<file path="src/rtl/bin2bcd_if.sv">
// bin2bcd_if: request/result bundle between the ranging block and the BCD converter
interface bin2bcd_if #(parameter int BIN_W = 20, parameter int DIGITS = 6);
  logic [BIN_W-1:0] bin_in;
  logic bin_valid;
  logic bin_ready;
  logic [4*DIGITS-1:0] bcd_out;
  logic bcd_done;
  logic ovf;
  logic busy;
  modport master(output bin_in, bin_valid, input bin_ready, bcd_out, bcd_done, ovf, busy);
  modport slave(input bin_in, bin_valid, output bin_ready, bcd_out, bcd_done, ovf, busy);
endinterface

</file>
<file path="src/rtl/bin2bcd_seq.sv">
// bin2bcd_seq: sequential double-dabble binary-to-BCD converter, one bit per clock
module bin2bcd_seq #(
  parameter int BIN_W = 20,
  parameter int DIGITS = 6
) (
  input logic clk,
  input logic rst,
  bin2bcd_if.slave bus
);
  localparam int CW = $clog2(BIN_W);
  localparam logic [CW-1:0] LAST = CW'(BIN_W - 1);
  localparam longint unsigned LIMIT = 64'd10 ** DIGITS;
  typedef enum logic [1:0] {IDLE, SHIFT, DONE} state_t;
  state_t state, nxt;
  logic [BIN_W-1:0] sr;
  logic [4*DIGITS-1:0] acc, adj;
  logic [CW-1:0] cnt;
  logic pend;
  for (genvar i = 0; i < DIGITS; i++) begin : g_adj
    assign adj[4*i+:4] = acc[4*i+:4] >= 4'd5 ? acc[4*i+:4] + 4'd3 : acc[4*i+:4];
  end
  always_ff @(posedge clk) state <= rst ? IDLE : nxt;
  always_comb begin
    nxt = state == IDLE ? (bus.bin_valid ? SHIFT : IDLE) :
          state == SHIFT ? (cnt == LAST ? DONE : SHIFT) : IDLE;
  end
  always_comb begin
    bus.bin_ready = state == IDLE && !rst;
    bus.busy = state != IDLE;
  end
  always_ff @(posedge clk) begin
    if (rst) begin
      bus.bcd_out <= '0;
      bus.ovf <= 1'b0;
      bus.bcd_done <= 1'b0;
    end else begin
      bus.bcd_done <= state == DONE;
      if (state == IDLE && bus.bin_valid) begin
        sr <= bus.bin_in;
        acc <= '0;
        cnt <= '0;
        pend <= {{(64-BIN_W){1'b0}}, bus.bin_in} >= LIMIT;
      end
      if (state == SHIFT) begin
        {acc, sr} <= {adj, sr} << 1;
        cnt <= cnt + 1'b1;
      end
      if (state == DONE) begin
        bus.bcd_out <= pend ? {DIGITS{4'h9}} : acc;
        bus.ovf <= pend;
      end
    end
  end
endmodule

</file>
<file path="src/flat_wrapper.sv">
// flat-port wrapper written by rule: the top's interface ports become plain ports
module bin2bcd_seq_flat 
#(
  parameter int BIN_W = 20,
  parameter int DIGITS = 6
)
  (clk, rst, bus_bin_in, bus_bin_valid, bus_bin_ready, bus_bcd_out, bus_bcd_done, bus_ovf, bus_busy);
  bin2bcd_if #(.BIN_W(BIN_W), .DIGITS(DIGITS)) bus_i ();
  input logic clk;
  input logic rst;
  input wire logic [$bits(bus_i.bin_in)-1:0] bus_bin_in;
  input wire logic [$bits(bus_i.bin_valid)-1:0] bus_bin_valid;
  output wire logic [$bits(bus_i.bin_ready)-1:0] bus_bin_ready;
  output wire logic [$bits(bus_i.bcd_out)-1:0] bus_bcd_out;
  output wire logic [$bits(bus_i.bcd_done)-1:0] bus_bcd_done;
  output wire logic [$bits(bus_i.ovf)-1:0] bus_ovf;
  output wire logic [$bits(bus_i.busy)-1:0] bus_busy;
  assign bus_i.bin_in = bus_bin_in;
  assign bus_i.bin_valid = bus_bin_valid;
  assign bus_bin_ready = bus_i.bin_ready;
  assign bus_bcd_out = bus_i.bcd_out;
  assign bus_bcd_done = bus_i.bcd_done;
  assign bus_ovf = bus_i.ovf;
  assign bus_busy = bus_i.busy;
  bin2bcd_seq #(.BIN_W(BIN_W), .DIGITS(DIGITS)) u_core (.clk(clk), .rst(rst), .bus(bus_i));
endmodule
</file>
<file path="config.mk">
export PLATFORM = sky130hd
export DESIGN_NAME = bin2bcd_seq_flat
export DESIGN_NICKNAME = d
export VERILOG_FILES = /design/src/rtl/bin2bcd_if.sv /design/src/rtl/bin2bcd_seq.sv /design/src/flat_wrapper.sv
export SDC_FILE = /design/constraint.sdc
export NUM_CORES = 1
export LEC_CHECK = 0
export BUFFER_PORTS_ARGS = -buffer_cell sky130_fd_sc_hd__buf_2
export CORE_ASPECT_RATIO = 1.5
export CORE_MARGIN = 10
export CORE_UTILIZATION = 50
export DETAILED_ROUTE_END_ITERATION = 10
export GPL_ROUTABILITY_DRIVEN = 0
export MAX_ROUTING_LAYER = met4
export PLACE_DENSITY = 0.71
export SLEW_MARGIN = 0
export SYNTH_ARGS = -nofsm -noshare
export SYNTH_HDL_FRONTEND = slang
export SYNTH_SLANG_ARGS = --single-unit
export TNS_END_PERCENT = 1
</file>
<file path="constraint.sdc">
create_clock -name clk -period 4.98 [get_ports clk]
set_input_delay 0.747 -clock clk [delete_from_list [all_inputs] [get_ports clk]]
set_output_delay 0.747 -clock clk [all_outputs]
set_load 0.01 [all_outputs]
</file>
After elaboration in Yosys (flattened, before gate mapping). Cells that the tools add are included.

Bitwise logic cells: 1. $add $sub $neg: 7. Reduce and logical (&&, ||, !) cells: 8. Mux-type cells: 17. Order comparisons: 7. Equality and inequality tests: 3.

Operator list (number): 2-to-1 mux 24 bit (3); 2-to-1 mux 20 bit (2); >= comparator 4 x 3 -> 1 bit, second input constant (6); adder 4 x 2 -> 4 bit, second input constant (5); >= comparator 20 bit, second input constant (1); 2-to-1 mux 4 bit (5); 2-to-1 mux 5 bit (2); 2-to-1 mux 2 bit (3); adder 5 x 1 -> 5 bit, second input constant (1); == test 5 bit, second input constant (1); AND reduction 2 bit (2); nonzero test 2 bit (2); adder 3 x 2 -> 3 bit, second input constant (1); 2-to-1 mux 3 bit (1); == test 2 x 1 -> 1 bit, second input constant (1); == test 2 bit, second input constant (1); logical AND 1 bit (2); zero test 2 bit (1); zero test 1 bit (1); 2-to-1 mux 1 bit (1); inverter 1 bit (1).

Logic and storage cells: 52. Bits of input ports: 23. Bits in registers: 78. Output and inout bits: 28.

Logic depth before layout (Yosys ltp). Gate-level depths: netlist of run 1.

Depth in word-level cells: 4. Mapped depth: 5. Gate-level depth less buffers: 5.

Worst setup path after synthesis of run 1. OpenSTA, ideal clock, no wires.

Path type: input -> register. Start point: input port rst. End point: register u_core.acc[0] (enable). Required time: 4.461 ns. Library setup time: 0.519 ns. Path slack: 0.097 ns. Stages on the path: 2. Buffers on the path: 1. Arrival: 4.364 ns. Path through: buf_2 nor3_1.

Cells in the longest elaborated chain, start to end: 2.

Ends and longest elaborated chain: from (decl) (RTL line flat_wrapper.sv:10) `input logic rst;`; inverter 1 bit (no line); AND reduction 2 bit (no line); to (signal assigned) (RTL line bin2bcd_seq.sv:45) `{acc, sr} <= {adj, sr} << 1;`; to (decl) (RTL line bin2bcd_seq.sv:16) `logic [4*DIGITS-1:0] acc, adj;`.

Every way passes these cells. A chain may end at the register's enable or synchronous reset.

Final worst setup path of run 1.
Start point: input port rst. End point: output port bus_bin_ready.

Cells in the longest elaborated chain, start to end: 2.

Ends and longest elaborated chain: zero test 1 bit (RTL line bin2bcd_seq.sv:28) `bus.bin_ready = state == IDLE && !rst;`; logical AND 1 bit (RTL line bin2bcd_seq.sv:28); to (decl) (RTL line flat_wrapper.sv:13) `output wire logic [$bits(bus_i.bin_ready)-1:0] bus_bin_ready;`.

Every way passes these cells.

==> results_dict.tcl, run 1 <==
set metrics [dict create \
    synthCells 374 \
    critical_path_class "primary input to primary output" \
    post_route_cells_drive_above_1_share 0.1995 \
    synth-simple-area-share 0.2519 \
    startpoint "rst" \
    ys_ff_latch 78 \
    peakVddDrop_mv 0.1589 \
    ios 51 \
    avgSynthCellArea_um2 9.856 \
    postCtsResizedCells 0 \
    path_buf_inv 2 \
    drt-initial-drc-count 132 \
    totalWireLength_um 7068 \
    track_usage 0.1335 \
    grt_pass1_vias 2702 \
    clk_pin_slew_ns 0.07 \
    vias 2662 \
    max_clock_freq_mhz 430.0 \
    fin_crit_sh 0.4670 \
    cts_tree "yes" \
    layout_commonest_cell "nand2_1" \
    synth_xor_area_frac 0.01901 \
    grt_max_degree 33 \
    die-width_um 90.11 \
    fin_crit_ns 2.325 \
    syn_nets 410 \
    crit_chain "buf_2, nor2_1, buf_2" \
    cts.sinks 78 \
    root_buffer "clkbuf_8" \
    r2r_start "u_core.state[1]$_SDFF_PP0_" \
    ys_seq_area_frac 0.5594 \
    max_slew_margin 0.4804 \
    r2r_end "u_core.acc[14]$_SDFFCE_PN0P_" \
    clk_latency_ns 0.35 \
    cp.required_ns 4.23 \
    synth_compound_area_frac 0.04515 \
    drc 0 \
    dpl.hpwl_um 4956 \
    synth-adder-area-share 0.04413 \
    grt_pass1_wl_um 12240 \
    drt_pass1_iterations 4 \
    start_kind "primary input" \
    worst_slew_pin_slew_ns 0.7795 \
    clock_skew_ns 0.008704 \
    die_h_um 125.2 \
    drt-vias-per-instance 5.061 \
    cts_hold_buf 0 \
    fin_nets 457 \
    wire_per_inst_um 13.44 \
    cts_buffers 9 \
    placed_area_um2 3985 \
    cp.depth 3 \
    p_per_area_nw_per_um2 313.8 \
    port_buffers 50 \
    status "completed" \
    synth_top_family_by_area "simple AND/OR/NAND/NOR gates" \
    h-tree-depth 3 \
    fin_area_um2 4164 \
    synthesis.area_um2 3686 \
    muxShareOfSynthArea 0.03428 \
    area_growth_pct 12.97 \
    start_util 0.5100 \
    cap_violations 0 \
    ant_nets 0 \
    p_leak_uw 0.001716 \
    setup_tns_ns 0 \
    layout_setup_ws_ns 2.655 \
    max_stage_delay_ns 0.53 \
    crit_family "buffers and inverters" \
    end_kind "primary output" \
    antennaDiodeCount 0 \
    setup_viol 0 \
    cts-root-to-sink-buffers 2 \
    hold_path.class "flip-flop to flip-flop" \
    crit_path_max_fanout 29 \
    worstPathArrival_ns 1.58 \
    cp_slowest_cell "buf_2" \
    grt_overflow 0 \
    place_ws_ns 2.669 \
    rows 38 \
    yosysWarnings 0 \
    mostFrequentLayoutCells "nand2_1 (96), buf_2 (50), edfxtp_1 (50), nor2_1 (37), dfxtp_1 (28)" \
    endpoint "bus_bin_ready" \
    core_area_um2 7227 \
    antenna_found_initial 0 \
    dieArea_um2 11280 \
    reg2reg_depth 4 \
    r2r_slack_ns 2.89 \
    rsz0062_at_grt "false" \
    drv_slew 0 \
    final_hold_viol_count 0 \
    postCtsSetupBuffers 0 \
    yosysUniqueCellTypes 30 \
    crit_path_frequent_cell "buf_2" \
]
-- worst min-delay path, stage by stage, from the launching register on --
cell and delay (ns):
dfxtp_1 0.31, nand2_1 0.05, a21oi_1 0.05
-- logic make-up after synthesis --
group                      after synthesis
muxes                                   12
buffers and inverters                   32
and+or+nand+nor                        199
xor gates and xnor gates                 8
AOI/OAI and AO/OA                       32
adders and majority gates               13
DFF                                     78
-- metrics by stage --
step,std cells,power (uW),hold WS (ns),utilization
after floorplan,374,851.1,0.4761,-
after global placement,510,878.8,0.4375,0.5514
after detailed placement,510,883.9,0.4420,0.5514
after CTS,526,1324,0.4517,0.5762
after global routing,526,1370,0.4728,0.5762
final,526,1307,0.4503,0.5762
-- area by class of cell --
cell class / count / area, um^2
sequential: 78 / 2062
clock buffer: 9 / 123.9
clock inverter: 7 / 55.05
inverter: 13 / 48.80
fill: 671 / 3063
multi-input combinational: 264 / 1461
timing repair buffer: 55 / 287.8
tap: 100 / 125.1
-- power by group --
part           internal (uW)  total, uW  leakage (uW)  switching (uW)
Sequential               726        746      0.000713            20.8
Combinational           47.8        121      0.000910            73.2
Clock                    223        439     0.0000929             216
-- synth_stat cells (all sizes together) --
master | number | share of area
edfxtp | 50 | 0.41
o21a | 1 | 0.0020
nand2 | 96 | 0.098
clkbuf | 3 | 0.0031
nand2b | 9 | 0.017
or3 | 6 | 0.010
nor3 | 33 | 0.057
nand3 | 3 | 0.0041
nand4 | 1 | 0.0017
nand3b | 6 | 0.012
inv | 13 | 0.013
mux2i | 7 | 0.019
or4 | 1 | 0.0020
ha | 13 | 0.044
buf | 16 | 0.030
xor2 | 7 | 0.017
o21ai | 5 | 0.0068
a21oi | 25 | 0.034
mux2 | 5 | 0.015
nor2b | 2 | 0.0034
o31a | 1 | 0.0024
nor2 | 37 | 0.038
and2 | 4 | 0.0068
or2 | 1 | 0.0017
xnor2 | 1 | 0.0024
dfxtp | 28 | 0.15
-- worst min path at each step --
stage / to / depth (start not counted) / from / slack (ns)
after global routing: u_core.bus.bcd_out[1]$_SDFFE_PP0P_ / 2 / u_core.bus.bcd_out[1]$_SDFFE_PP0P_ / 0.47
after floorplan: u_core.bus.bcd_out[13]$_SDFFE_PP0P_ / 2 / u_core.bus.bcd_out[13]$_SDFFE_PP0P_ / 0.48
after detailed placement: u_core.bus.bcd_out[21]$_SDFFE_PP0P_ / 2 / u_core.bus.bcd_out[21]$_SDFFE_PP0P_ / 0.44
final: u_core.bus.bcd_out[13]$_SDFFE_PP0P_ / 2 / u_core.bus.bcd_out[13]$_SDFFE_PP0P_ / 0.45
after CTS: u_core.bus.bcd_out[21]$_SDFFE_PP0P_ / 2 / u_core.bus.bcd_out[21]$_SDFFE_PP0P_ / 0.45
after global placement: u_core.bus.bcd_out[13]$_SDFFE_PP0P_ / 2 / u_core.bus.bcd_out[13]$_SDFFE_PP0P_ / 0.44
-- metal layers --
metal | GRT usage | up-vias | wire, um
met4 | 0.07049 | 0 | 157
li1 | - | 1347 | -
met3 | 0.03533 | 12 | 362
met1 | 0.1487 | 1240 | 3224
met2 | 0.2148 | 63 | 3324
met5 | - | - | 0
-- flip-flops by register name (all words and copies together), names as in the netlist --
name                 cells
u_core.bus.bcd_done      1
u_core.cnt               5
u_core.sr               20
u_core.bus.ovf           1
u_core.state             2
u_core.acc              24
u_core.bus.bcd_out      24
u_core.pend              1
Note: power is estimated with default switching activity, not from simulation.
==> inputs of run 2 (changes only) <==
- clock period: 4.98 -> 2 ns (I/O delays scaled with it)
==> results_dict.tcl, run 2 (synthesized netlist as in run 1, its figures left out) <==
set metrics [dict create \
    fin_crit_sh 0.8641 \
    status "completed" \
    grt_pass1_vias 2744 \
    fillCellCount 642 \
    drt-vias-per-instance 5.070 \
    postCtsResizedCells 0 \
    grt_pass1_wl_um 12510 \
    totalWireLength_um 7272 \
    final_hold_viol_count 0 \
    ant_nets 0 \
    worst_slew_pin_slew_ns 0.6883 \
    mostFrequentLayoutCells "nand2_1 (96), buf_2 (50), edfxtp_1 (50), nor2_1 (36), dfxtp_1 (26)" \
    grt_overflow 0 \
    drt-initial-drc-count 174 \
    max_slew_margin 0.5412 \
    maxUsedRoutingLayer "met4" \
    cts_hold_buf 0 \
    core_area_um2 7227 \
    post_route_cells_drive_above_1_share 0.2173 \
    crit_path_max_fanout 5 \
    ios 51 \
    max_clock_freq_mhz 578.6 \
    clock_skew_ns 0.01382 \
    dieArea_um2 11280 \
    clk_latency_ns 0.35 \
    drc 0 \
    start_kind "flip-flop" \
    setup_viol 0 \
    seqCellArea_um2 2067 \
    grt_max_degree 47 \
    wl_met3_um 382 \
    critical_path_class "flip-flop to flip-flop" \
    dpl.hpwl_um 5002 \
    postCtsSetupBuffers 0 \
    cts.sinks 78 \
    drv_slew 0 \
    clk_pin_slew_ns 0.08 \
    p_per_area_nw_per_um2 800.0 \
    rsz0062_at_grt "false" \
    p_leak_uw 0.001761 \
    area_growth_pct 15.89 \
    hold_path.class "primary input to flip-flop" \
    h-tree-depth 3 \
    antennaDiodeCount 0 \
    peakVddDrop_mv 0.5277 \
    cts_tree "yes" \
    die-width_um 90.11 \
    die_h_um 125.2 \
    cap_violations 0 \
    wire_per_inst_um 13.77 \
    multiInputGateArea_um2 1475 \
    fin_nets 459 \
    wl_met2_um 3478 \
    hold_ws_ns 0.2186 \
    reg_top3 "u_core.acc: 24 flops, u_core.bus.bcd_out: 24 flops, u_core.sr: 20 flops" \
    end_kind "flip-flop" \
    fin_util 0.5911 \
    cts_buffers 9 \
    rows 38 \
    start_util 0.5100 \
    track_usage 0.1376 \
    cp.required_ns 2.10 \
    cts-root-to-sink-buffers 2 \
    port_buffers 50 \
    antenna_found_initial 0 \
    drt_pass1_iterations 4 \
    met1_length_um 3308 \
    root_buffer "clkbuf_8" \
    fin_crit_ns 1.728 \
    vias 2677 \
    worstPathArrival_ns 1.83 \
    layout_commonest_cell "nand2_1" \
]
## run 2: cell count changes in the layout (fill, tap and decap cells not counted), moves of 2 or more
cell,previous run,this run
clkinv_1,4,0
buf_12,0,3
clkbuf_8,9,11
dfxtp_1,28,26
clkbuf_16,0,2
## run 2: layout make-up
class / count / share of cell area
sequential: 78 / 0.4839
multi-input combinational: 264 / 0.3453
timing repair buffer: 57 / 0.07967
clock buffer: 14 / 0.04804
tap: 100 / 0.02929
inverter: 13 / 0.01142
clock inverter: 2 / 0.002343
## run 2: per-stage QoR
stage | worst slack, ns | area [um^2] | std cells | TNS (ns) | total power [uW]
2_1_floorplan | -0.04770 | 3716 | 374 | -2.337 | 2120
3_3_place_gp | 0.3525 | 4056 | 512 | 0 | 2212
3_5_place_dp | 0.2667 | 4056 | 512 | 0 | 2226
4_1_cts | 0.2585 | 4272 | 528 | 0 | 3450
5_1_grt | 0.1567 | 4272 | 528 | 0 | 3562
6_report | 0.2718 | 4272 | 528 | 0 | 3417
## run 2: worst paths after layout
check / from / to / slack, ns / cells after the start
worst max-delay path: u_core.acc[0]$_SDFFCE_PN0P_ / u_core.acc[2]$_SDFFCE_PN0P_ / 0.27 / 4
worst min-delay path: bus_bin_in[5] / u_core.sr[5]$_DFFE_PP_ / 0.22 / 3
worst max register to register: u_core.acc[0]$_SDFFCE_PN0P_ / u_core.acc[2]$_SDFFCE_PN0P_ / 0.27 / 4
worst min register to register: u_core.bus.bcd_out[18]$_SDFFE_PP0P_ / u_core.bus.bcd_out[18]$_SDFFE_PP0P_ / 0.45 / 2
## run 2: power by group
| group | leakage (uW) | internal (uW) | switching [uW] |
|---|---|---|---|
| registers | 0.000714 | 1810 | 52.4 |
| logic | 0.000934 | 135 | 191 |
| clock network | 0.000113 | 667 | 566 |
## run 2: critical path, cell delays in order (launching register included)
cell      delay [ns]
edfxtp_1        0.45
ha_1            0.22
nand2b_1        0.13
a21oi_1         0.30
mux2_2          0.38
## run 2: routing by layer
layer	vias to the layer above	track usage
met1	1238	0.1552
met5	-	-
met4	0	0.05921
met2	78	0.2217
met3	7	0.04132
li1	1354	-
